--- src/rtl/mul_div_seq_pkg.sv ---
// Shared word length, op codes and sequencer state encodings for mul_div_seq.
package mul_div_seq_pkg;

    localparam int unsigned WORD_LENGTH = 32;

    typedef enum logic [1:0] {
        MDOP_MUL  = 2'b00,
        MDOP_MULH = 2'b01,
        MDOP_DIVU = 2'b10,
        MDOP_REMU = 2'b11
    } md_op_e;

    typedef enum logic [1:0] {
        MDS_IDLE = 2'b00,
        MDS_RUN  = 2'b01,
        MDS_DONE = 2'b10
    } mds_state_e;

    function automatic logic op_is_div(input md_op_e o);
        return (o == MDOP_DIVU) || (o == MDOP_REMU);
    endfunction

endpackage

--- src/rtl/mul_div_seq_adder.sv ---
// WIDTH-bit adder with carry-in and carry-out, shared by every multiply/divide step.
module AdderUnit
    import mul_div_seq_pkg::*;
#(
    parameter int unsigned WIDTH = WORD_LENGTH
) (
    input  logic [WIDTH-1:0] a,
    input  logic [WIDTH-1:0] b,
    input  logic             inC,
    output logic [WIDTH-1:0] sum,
    output logic             outC
);

    // Plain ripple add; the carry-out doubles as the divide step's "no borrow" flag.
    always_comb begin
        {outC, sum} = {1'b0, a} + {1'b0, b} + {{WIDTH{1'b0}}, inC};
    end

endmodule

--- src/rtl/mul_div_seq.sv ---
// Iterative unsigned multiply / divide sequencer: one adder step per cycle,
// start/done handshake, abort for pipeline flush.
module mul_div_seq
    import mul_div_seq_pkg::*;
#(
    parameter int unsigned WIDTH = WORD_LENGTH
) (
    input  logic             clk,
    input  logic             rst,
    input  logic             start,
    input  logic [1:0]       op,
    input  logic [WIDTH-1:0] a,
    input  logic [WIDTH-1:0] b,
    input  logic             abort,
    output logic             busy,
    output logic             done,
    output logic [WIDTH-1:0] r,
    output logic             err
);

    localparam int unsigned CNT_W = $clog2(WIDTH + 1);

    // Vectors are numbered [WIDTH-1:0] here, so the MSB-first "bit 0" of the
    // original datapath is bit WIDTH-1 below and the LSB is bit 0.
    mds_state_e       state;
    md_op_e           op_q;
    logic [CNT_W-1:0] cnt;
    logic [WIDTH-1:0] hi;
    logic [WIDTH-1:0] lo;
    logic [WIDTH-1:0] breg;

    logic             is_div;
    logic [WIDTH-1:0] t;
    logic [WIDTH-1:0] add_a;
    logic [WIDTH-1:0] add_b;
    logic             add_ci;
    logic [WIDTH-1:0] add_s;
    logic             add_c;
    logic [WIDTH-1:0] hi_nxt;
    logic [WIDTH-1:0] lo_nxt;
    logic [WIDTH-1:0] res;

    AdderUnit #(.WIDTH(WIDTH)) u_add (
        .a   (add_a),
        .b   (add_b),
        .inC (add_ci),
        .sum (add_s),
        .outC(add_c)
    );

    // One shift-add (multiply) or restoring-subtract (divide) step on hi/lo.
    always_comb begin
        is_div = op_is_div(op_q);
        t      = {hi[WIDTH-2:0], lo[WIDTH-1]};
        add_a  = is_div ? t : hi;
        add_b  = is_div ? ~breg : (lo[0] ? breg : '0);
        add_ci = is_div;
        if (is_div) begin
            hi_nxt = add_c ? add_s : t;
            lo_nxt = {lo[WIDTH-2:0], add_c};
        end else begin
            hi_nxt = {add_c, add_s[WIDTH-1:1]};
            lo_nxt = {add_s[0], lo[WIDTH-1:1]};
        end
        res = ((op_q == MDOP_MUL) || (op_q == MDOP_DIVU)) ? lo_nxt : hi_nxt;
    end

    // Sequencer FSM with registered busy/done/r/err.
    always_ff @(posedge clk) begin
        if (rst) begin
            state <= MDS_IDLE;
            op_q  <= MDOP_MUL;
            cnt   <= '0;
            hi    <= '0;
            lo    <= '0;
            breg  <= '0;
            busy  <= 1'b0;
            done  <= 1'b0;
            r     <= '0;
            err   <= 1'b0;
        end else begin
            case (state)
                MDS_IDLE: begin
                    done <= 1'b0;
                    if (start) begin
                        op_q <= md_op_e'(op);
                        hi   <= '0;
                        lo   <= a;
                        breg <= b;
                        cnt  <= CNT_W'(WIDTH);
                        busy <= 1'b1;
                        if (op_is_div(md_op_e'(op)) && (b == '0)) begin
                            state <= MDS_DONE;
                            done  <= 1'b1;
                            err   <= 1'b1;
                            r     <= (md_op_e'(op) == MDOP_DIVU) ? '1 : a;
                        end else begin
                            state <= MDS_RUN;
                        end
                    end
                end
                MDS_RUN: begin
                    if (abort) begin
                        state <= MDS_IDLE;
                        busy  <= 1'b0;
                    end else begin
                        hi  <= hi_nxt;
                        lo  <= lo_nxt;
                        cnt <= cnt - 1'b1;
                        if (cnt == CNT_W'(1)) begin
                            state <= MDS_DONE;
                            done  <= 1'b1;
                            r     <= res;
                            err   <= 1'b0;
                        end
                    end
                end
                MDS_DONE: begin
                    state <= MDS_IDLE;
                    busy  <= 1'b0;
                    done  <= 1'b0;
                end
                default: begin
                    state <= MDS_IDLE;
                    busy  <= 1'b0;
                    done  <= 1'b0;
                end
            endcase
        end
    end

endmodule

--- config.mk ---
export PLATFORM = sky130hd
export DESIGN_NAME = mul_div_seq
export DESIGN_NICKNAME = d
export VERILOG_FILES = /design/src/rtl/mul_div_seq_pkg.sv /design/src/rtl/mul_div_seq_adder.sv /design/src/rtl/mul_div_seq.sv
export SDC_FILE = /design/constraint.sdc
export NUM_CORES = 1
export LEC_CHECK = 0
export CORE_ASPECT_RATIO = 0.6
export CORE_MARGIN = 2
export CORE_UTILIZATION = 62
export CTS_CLUSTER_SIZE = 40
export DETAILED_ROUTE_END_ITERATION = 10
export HOLD_SLACK_MARGIN = 0.15
export PLACE_DENSITY = 0.83
export RECOVER_POWER = 50
export SLEW_MARGIN = 20
export SYNTH_ARGS = -nofsm -noshare
export SYNTH_HDL_FRONTEND = slang
export SYNTH_HIERARCHICAL = 1
export SYNTH_SLANG_ARGS = --single-unit
--- constraint.sdc ---
create_clock -name clk -period 13.2 [get_ports clk]
set_input_delay 1.32 -clock clk [delete_from_list [all_inputs] [get_ports clk]]
set_output_delay 1.32 -clock clk [all_outputs]
set_load 0.01 [all_outputs]
**After elaboration in Yosys (flattened, before gate mapping)**

Cells that the tools add are included.

- Register bits after elaboration: 141
- Bits in latches: 0
- RAM bits: 0
- Memory bits (read-only): 0
- Input bits: 70
- Output and inout port bits: 35
- Word-level logic and storage cells: 80
- Memories: 0

- Add/sub/neg operators: 3
- Multiply operators: 0
- Div/mod/pow operators: 0
- Order comparisons: 0
- Equality and inequality tests: 12
- Shifts and indexed selects: 0
- Mux-type cells: 40
- Bitwise operators: 1
- Reductions and logical operators: 14

Operators with widths:

| cell | number |
|---|---|
| two-way mux 32 bit | 16 |
| one-hot mux 32 bit (2 select lines) | 3 |
| adder 32 x 32 -> 33 bit | 1 |
| adder 33 x 1 -> 33 bit | 1 |
| zero test 32 bit | 1 |
| inverter 32 bit | 1 |
| two-way mux 6 bit | 2 |
| one-hot mux 6 bit (2 select lines) | 1 |
| two-way mux 1 bit | 10 |
| != test 2 bit (second input constant) | 5 |
| equality test 2 bit (second input constant) | 4 |
| two-way mux 2 bit | 4 |
| AND reduction 2 bit | 4 |
| equality test 6 x 1 -> 1 bit (second input constant) | 1 |
| one-hot mux 1 bit (2 select lines) | 3 |
| subtractor 6 x 1 -> 6 bit (second input constant) | 1 |
| AND reduction 5 bit | 1 |
| zero test 2 bit | 2 |
| one-hot mux 2 bit (2 select lines) | 1 |
| logical OR 1 bit | 3 |
| != test 3 bit (second input constant) | 1 |
| AND reduction 3 bit | 1 |
| equality test 2 x 1 -> 1 bit (second input constant) | 1 |
| nonzero test 2 bit | 1 |
| logical AND 1 bit | 1 |

**Logic depth before layout (Yosys ltp)**

- Word-level depth: 11
- Mapped depth: 22
- Depth with buffers taken out: 17

**By module**

The synthesis kept the hierarchy.

Modules (own cells, without submodules):

| module | instances | cells an instance | area an instance (µm²) | seq. area each (µm²) |
|---|---|---|---|---|
| mul_div_seq | 1 | 1002 | 7878.8 | 2822.7 |
| AdderUnit | 1 | 244 | 1750.4 | 0.0 |

**Worst setup path before layout**

No wires, ideal clock.

- Kind: register to register
- Start point: register op_q[1]
- End point: register r[24]
- Library setup time: 72 ps
- Arrival: 4697 ps
- Required time: 13128 ps
- Setup slack: 8431 ps
- Cell stages (with the launch flop): 21
- Buffers on the path: 5
- Period minus slack after synthesis: 4769 ps
- Path through: dfxtp_1 > buf_2 > buf_2 > buf_2 > mux2_2 > fa_1 > fa_1 > a21o_1 > a221oi_1 > o211ai_1 > a21oi_1 > or3_1 > o31a_1 > o21ai_1 > buf_2 > buf_4 > mux2i_1 > a21oi_1 > a21oi_1 > or3_1 > mux2i_1

- Cells in the longest elaborated chain, start to end: 11
- Elaborated cells between the ends (all ways): 16
- Classes of those cells: add/sub: 2; eq/ne: 2; mux: 9; reduce/logical: 3

RTL lines:

| what | RTL line | text |
|---|---|---|
| start, declared | mul_div_seq.sv:26 | `md_op_e op_q;` |
| start signal, assigned | mul_div_seq.sv:86 | `op_q <= md_op_e'(op);` |
| equality test 2 bit | mul_div_seq_pkg.sv:20 | `return (o == MDOP_DIVU) \|\| (o == MDOP_REMU);` |
| logical OR 1 bit * | mul_div_seq_pkg.sv:20 |  |
| two-way mux 32 bit * | mul_div_seq.sv:55 | `add_a = is_div ? t : hi;` |
| named net add_a[0] | mul_div_seq.sv:34 | `logic [WIDTH-1:0] add_a;` |
| adder 32 x 32 -> 33 bit * | mul_div_seq_adder.sv:16 | `{outC, sum} = {1'b0, a} + {1'b0, b} + {{WIDTH{1'b0}}, inC};` |
| adder 33 x 1 -> 33 bit * | mul_div_seq_adder.sv:16 |  |
| named net add_c | mul_div_seq.sv:38 | `logic add_c;` |
| two-way mux 32 bit * | mul_div_seq.sv:59 | `hi_nxt = add_c ? add_s : t;` |
| two-way mux 32 bit * | mul_div_seq.sv:58 | `if (is_div) begin` |
| two-way mux 32 bit * | mul_div_seq.sv:65 | `res = ((op_q == MDOP_MUL) \|\| (op_q == MDOP_DIVU)) ? lo_nxt : hi_nxt;` |
| two-way mux 32 bit * | mul_div_seq.sv:110 | `if (cnt == CNT_W'(1)) begin` |
| two-way mux 32 bit * | mul_div_seq.sv:103 | `if (abort) begin` |
| one-hot mux 32 bit (2 select lines) * | mul_div_seq.sv:82 | `case (state)` |
| end signal, assigned | mul_div_seq.sv:96 | `r <= (md_op_e'(op) == MDOP_DIVU) ? '1 : a;` |
| end signal, assigned | mul_div_seq.sv:113 | `r <= res;` |
| end, declared | mul_div_seq.sv:17 | `output logic [WIDTH-1:0] r,` |

Mark *: on every way through the listed nets, which the timed path passes. The rest lies on a longest branch. The select of a mux whose other input is x is not followed.
A chain may end at the register's enable or synchronous reset.

**Worst setup path in the final report**

- Start point: input start
- End point: register hi[23]

- Cells in the longest elaborated chain, start to end: 2

RTL lines:

| what | RTL line | text |
|---|---|---|
| start, declared | mul_div_seq.sv:10 | `input logic start,` |
| != test 2 bit (no line) | n/a |  |
| AND reduction 3 bit (no line) | n/a |  |
| end signal, assigned | mul_div_seq.sv:107 | `hi <= hi_nxt;` |
| end, declared | mul_div_seq.sv:28 | `logic [WIDTH-1:0] hi;` |

No other way between the ends.

==> results.sh <==
export IMPL_status="finished with violations"
export IMPL_violations="capacitance limit, slew limit"
export IMPL_cp_arrival_ns=7.47
export IMPL_finalCriticalPeriod_ns=7.12
export IMPL_finalSetupViolCount=0
export IMPL_antenna_left=0
export IMPL_io_pins=105
export IMPL_cts_made_buffers=17
export IMPL_place_hpwl_microns=18000
export IMPL_gpl_final_weighted_congestion=0.902
export IMPL_htreeDepth=4
export IMPL_synth_cell_types=64
export IMPL_final_common_cell="nor2_1"
export IMPL_synth_seq_cells=141
export IMPL_hold_path_class="flip-flop to flip-flop"
export IMPL_syn_nets=1351
export IMPL_critPathBufInv=3
export IMPL_synth_top_cells_by_area="dfxtp_1, mux2i_1, a21oi_1"
export IMPL_grt_pass1_vias=8274
export IMPL_slowest_stage="clkbuf_1"
export IMPL_ir_worst_vdd_uv=91.3
export IMPL_critical_path_required_ns=13.55
export IMPL_clock_skew_final_ns=0.0154
export IMPL_die_h_microns=101
export IMPL_setup_tns_ns=0
export IMPL_cts_sinks=141
export IMPL_total_power_mw=1.19
export IMPL_grt_antenna_before_repair=1
export IMPL_synth_seq_area_share_pct=29.3
export IMPL_io_buffer_count=104
export IMPL_synth_cells=1246
export IMPL_synthMuxAreaShare_pct=13.7
export IMPL_post_cts_resized=0
export IMPL_syn_area_sq_mm=0.00963
export IMPL_cp_max_fo=75
export IMPL_synth_top_family_by_area="compound AO/OA/AOI/OAI gates"
export IMPL_leakage_nw=4.46
export IMPL_ys_warn_count=6
export IMPL_start_util_pct=63.0
export IMPL_fill_cells=1204
export IMPL_wl_per_cell_microns=17.7
export IMPL_worstSetupPathType="input pin to flip-flop"
export IMPL_drt_pass1_iterations=6
export IMPL_most_common_layout_cells="nor2_1, a21oi_1, dfxtp_1"
export IMPL_detail_route_vias_per_cell=6.25
export IMPL_cap_violations=4
export IMPL_cts_hold_fix_buffers=0
export IMPL_avgSynthCellArea_sq_um=7.73
export IMPL_synth_ff_type="dfxtp_1"
export IMPL_area_growth_pct=15.3
export IMPL_slew_viol_final=161
export IMPL_critPathLaunchType="input pin"
export IMPL_maxSlewHeadroom_pct=-123
export IMPL_yosys_area_share_simple_pct=20.2
export IMPL_drc=0
export IMPL_rsz0062_at_grt="false"
export IMPL_hold_viol=0
export IMPL_synth_top_area_share_pct=29.3
export IMPL_finalCritPeriodShare_pct=54.0
export IMPL_totalWireLength_microns=26400
export IMPL_rows=35
export IMPL_timing_fmax_mhz=140
export IMPL_grt_max_degree=105
export IMPL_tritoncts="built"
export IMPL_yosysTopAreaCell="dfxtp_1"
export IMPL_fin_nets=1380
export IMPL_core_sq_mm=0.0153
export IMPL_synth_edff_count=0
export IMPL_cp_end_kind="flip-flop"
export IMPL_async_flop_share_pct=0
export IMPL_worst_pin_slew_ns=3.35
export IMPL_fp_dieW_microns=165
export IMPL_holdWs_ns=0.449
export IMPL_grt_ovfl_total=0
export IMPL_synth_xor_area_share_pct=3.09
export IMPL_vias=9322
export IMPL_path_cells="dlygate4sd3_1, nor3b_1, clkbuf_1, nor2_1, clkbuf_1, a22oi_1, nor2_1"
export IMPL_path_clk_slew_ns=0.06
export IMPL_post_cts_buffers=0
export IMPL_cp_slowest_stage_delay_ns=2.43
export IMPL_synth_compound_area_share_pct=23.6
export IMPL_worstSkewPairLatency_ns=0.43
export IMPL_drive_above_1_share_pct=7.22
export IMPL_grt_pass1_wl_microns=42500
export IMPL_fp_dieArea_sq_mm=0.0166
export IMPL_synth_fa_ha_area_share_pct=4.70
export IMPL_cts_root_buf="clkbuf_16"
export IMPL_drt_iter0_markers=1030
export IMPL_cellPowerDensity_mw_per_mm2=107
export IMPL_cts_buffer_depth=2
export IMPL_grt_total_usage_pct=32.1
export IMPL_cp_top_family="buffers and inverters"
synth_stat cells (4+ instances only):
library cell,n
nor4_1,9
ha_1,33
xnor2_1,17
o21ai_0,72
o211ai_1,6
nand4_1,6
o21ai_1,4
buf_2,23
xor2_1,17
mux2_2,34
a21oi_1,162
inv_1,13
nor2_1,166
a21o_1,17
a211o_1,11
nand3_1,50
clkbuf_1,73
a22oi_1,22
a31oi_1,6
nor2b_1,7
a211oi_1,35
nand2_1,88
nand2b_1,34
dfxtp_1,141
nor3_1,13
a2bb2oi_1,11
or3_1,20
buf_1,4
mux2i_1,94
o21bai_1,5
registers in the layout, summed over array words and instances, names as in the netlist:
register	flops
busy	1
hi	32
done	1
state	2
cnt	6
op_q	2
lo	32
breg	32
r	32
err	1
path summary, 6_finish.rpt:
kind                                            start                   to  slack [ns]  cells past startpoint
worst max-delay path                            start  hi[23]$_SDFFE_PP0P_        6.08                      7
worst min-delay path                 err$_SDFFE_PP0P_     err$_SDFFE_PP0P_        0.45                      2
worst max register to register  state[1]$_SDFFE_PP0P_  hi[23]$_SDFFE_PP0P_        7.05                      6
worst min register to register       err$_SDFFE_PP0P_     err$_SDFFE_PP0P_        0.45                      2
tightest hold or removal path, stage by stage, from the launching register on:
cell	delay, ns
dfxtp_1	0.31
inv_1	0.05
a21oi_1	0.05
metal layers:
layer	up-vias	wire, microns	track usage (%)
met5	-	0	0
met4	0	693	10.7
met3	66	2120	5.72
met2	432	11300	47.6
met1	4278	12300	47.0
li1	4546	-	-
final cells by class:
class | instances | area, sq um | share of cell area (%)
Antenna cell | 1 | 2.50 | 0.0225
Clock buffer | 18 | 439 | 3.95
Clock inverter | 14 | 124 | 1.12
Inverter | 15 | 56.3 | 0.507
Multi-Input combinational cell | 984 | 6280 | 56.6
Sequential cell | 141 | 2830 | 25.5
Tap cell | 203 | 254 | 2.29
Timing Repair Buffer | 116 | 1120 | 10.1
where the power goes:
group	total (mW)	internal, mW	switching (mW)
sequential	0.476	0.451	0.0250
combinational	0.251	0.104	0.147
clock	0.462	0.253	0.209
logic make-up after synthesis:
logic type,after synthesis
simple gates,413
compound gates,374
flops,141
mux,128
buf+inv,121
fa+ha+maj,35
xor+xnor,34
per-stage QoR:
step	instance area, sq um	setup slack (ns)	util (%)	instances
6_report	11100	6.08	72.7	1492
5_1_grt	11100	5.53	72.6	1491
4_1_cts	11200	7.59	73.0	1491
3_5_place_dp	10600	7.70	69.3	1459
3_3_place_gp	10600	7.98	69.3	1459
2_1_floorplan	9630	8.43	-	1246
Note: power is estimated with default switching activity, not from simulation.
==> RTL change: new RTL, same flow settings <==
Change the package constant `WORD_LENGTH` from 32 to 64.
--- a/src/rtl/mul_div_seq_pkg.sv
+++ b/src/rtl/mul_div_seq_pkg.sv
@@ -1,7 +1,7 @@
 // Shared word length, op codes and sequencer state encodings for mul_div_seq.
 package mul_div_seq_pkg;
 
-    localparam int unsigned WORD_LENGTH = 32;
+    localparam int unsigned WORD_LENGTH = 64;
 
     typedef enum logic [1:0] {
         MDOP_MUL  = 2'b00,
Ports: changed (resized a, b and r); port bits go from 105 to 201. No check against the original RTL was run, so the function may have changed too.
==> RTL change against the original RTL <==
  * Area after synthesis increased by 96%
  * Global-route usage is 3.2 points higher
  * Clock power increased by 61%
  * Maximum frequency grew 3.0%
  * First-iteration DRC count rose by 100%
  * Worst setup slack better by 0.20 ns
  * Routed wire length rose by 120%
  * Sequential cell count is 129 higher
  * Total power rose by 75%
  * Cell count grew 93%
  * Die area rose by 92%
  * The flow still finishes with violations (max-capacitance violations, max-slew violations)
  * Final area rose by 93%
  * Sequential power increased by 87%
==> RTL change: results (changes against the original RTL) <==
initial antenna violation count - 0 (-1)
drt initial violations - 2061 (+100%)
Max Slew Vio Count - 283 (+76%)
status - complete, but fails checks
met3 wire length - 5.69 mm (+170%)
failing checks - max-capacitance violations, max-slew violations
peak supply drop - 98.1 µV (+7.6%)
HP Class - register to register
largest net degree at the start of global routing - 204 (+94%)
Vias/cell - 6.54 (+4.6%)
met1 wire length - 27.2 mm (+120%)
Mapped Nets - 2620 (+94%)
Synth Flop Type - dfxtp_1
Clock Tree Buf Depth - 3 (+1)
met1 Use GR - 0.529 (+0.0587)
Clk pin slew, worst setup/hold paths - 0.07 ns
LEAKAGE - 7.89 nW (+77%)
worst-path fanout max - 74 (-1.3%)
clock-net power - 0.000745 W (+61%)
GR Util met2 - 0.511 (+0.0345)
Setup Buffers After CTS - 0 (unchanged)
detailed placer's ending HPWL - 40.5 mm (+120%)
global-route wire length before repair - 92.7 mm (+120%)
cts bufs inserted - 26 (+9)
Worst-Margin Slew - 3.60 ns (+0.253 ns)
pre-CTS setup slack - 6.87 ns (-0.837 ns)
GP Congestion - 0.960 (+6.4%)
CTS H-tree lvls - 1 (-3)
M3 GR Usage - 0.0590 (+0.00183)
max-capacitance violation count - 4 (unchanged)
vias in the first global route - 17500 (+110%)
root buffer cell - clkbuf_16
Synth cell types - 78 (+22%)
clock latency on the worst-skew pair - 0.57 ns (+0.14 ns)
Fillers - 2459 (+100%)
post-CTS resize count - 0 (unchanged)
gr usage total - 0.352 (+0.0317)
commonest cells in the netlist - nand2_1 (305), a21oi_1 (278), dfxtp_1 (270)
Combinational Power - 0.000449 W (+79%)
clk_skew - 0.0261 ns (+0.0107 ns)
Syn. warnings - 6 (unchanged)
Switch Pwr - 0.000642 W (+68%)
Max Used Layer - met4
# nets final - 2659 (+93%)
PortBufs - 200 (+92%)
post-DR wirelength/cell - 20.3 µm (+15%)
Post-synth ARST share - 0 (unchanged)
met2 wire length - 24.2 mm (+110%)
top cells by area, synth - dfxtp_1 (29%), mux2i_1 (10%), a21oi_1 (7.4%), nand2_1 (6.1%), ha_1 (4.3%)
DR pass1 iterations - 8 (+2)
layout cell share with drive strength beyond 1 - 0.0630 (-0.00917)
register area share after synthesis - 0.287 (-0.00657)
## RTL change: cell type report
cell class	count	area share
clock inverter	4	0.00263
inverter	20	0.00373
clock buffer	41	0.0353
tap	408	0.0238
sequential	270	0.252
timing repair buffer	220	0.101
multi-input combinational	1920	0.581
antenna	1	0.000117
## RTL change: stage by stage
step | hold slack (ns) | power (W) | util | area, µm² | std cells
2_1_floorplan | 0.441 | 0.00120 | - | 18900 | 2419
3_3_place_gp | 0.454 | 0.00133 | 0.691 | 20700 | 2838
3_5_place_dp | 0.460 | 0.00134 | 0.691 | 20700 | 2838
4_1_cts | 0.470 | 0.00208 | 0.718 | 21500 | 2883
5_1_grt | 0.491 | 0.00216 | 0.717 | 21400 | 2883
6_report | 0.468 | 0.00209 | 0.717 | 21400 | 2884
## RTL change: logic make-up after synthesis
| family | share of synthesized area |
|---|---|
| buf+inv | 0.0539 |
| simple gates | 0.188 |
| flops | 0.287 |
| fa+ha+maj | 0.0452 |
| xor+xnor | 0.0293 |
| compound gates | 0.254 |
| mux | 0.144 |
## RTL change: critical path, cell delays in order
cell and delay, ns:
dlygate4sd3_1 0.59, nor3b_1 0.35, clkbuf_1 2.57, nor2_4 -0.03, clkbuf_1 1.39, nor4_1 0.78
xnor2_1 0.18, nor3_1 0.06
## RTL change: final timing paths
check             cells past startpoint                  end  slack, ns                  from
setup reg to reg                     17   r[31]$_SDFFE_PP0P_       6.69  op_q[1]$_SDFFE_PP0P_
setup / recovery                      8  cnt[5]$_SDFFE_PP0P_       6.28                 start
hold reg to reg                       2   r[51]$_SDFFE_PP0P_       0.47    r[51]$_SDFFE_PP0P_
hold / removal                        2   r[51]$_SDFFE_PP0P_       0.47    r[51]$_SDFFE_PP0P_
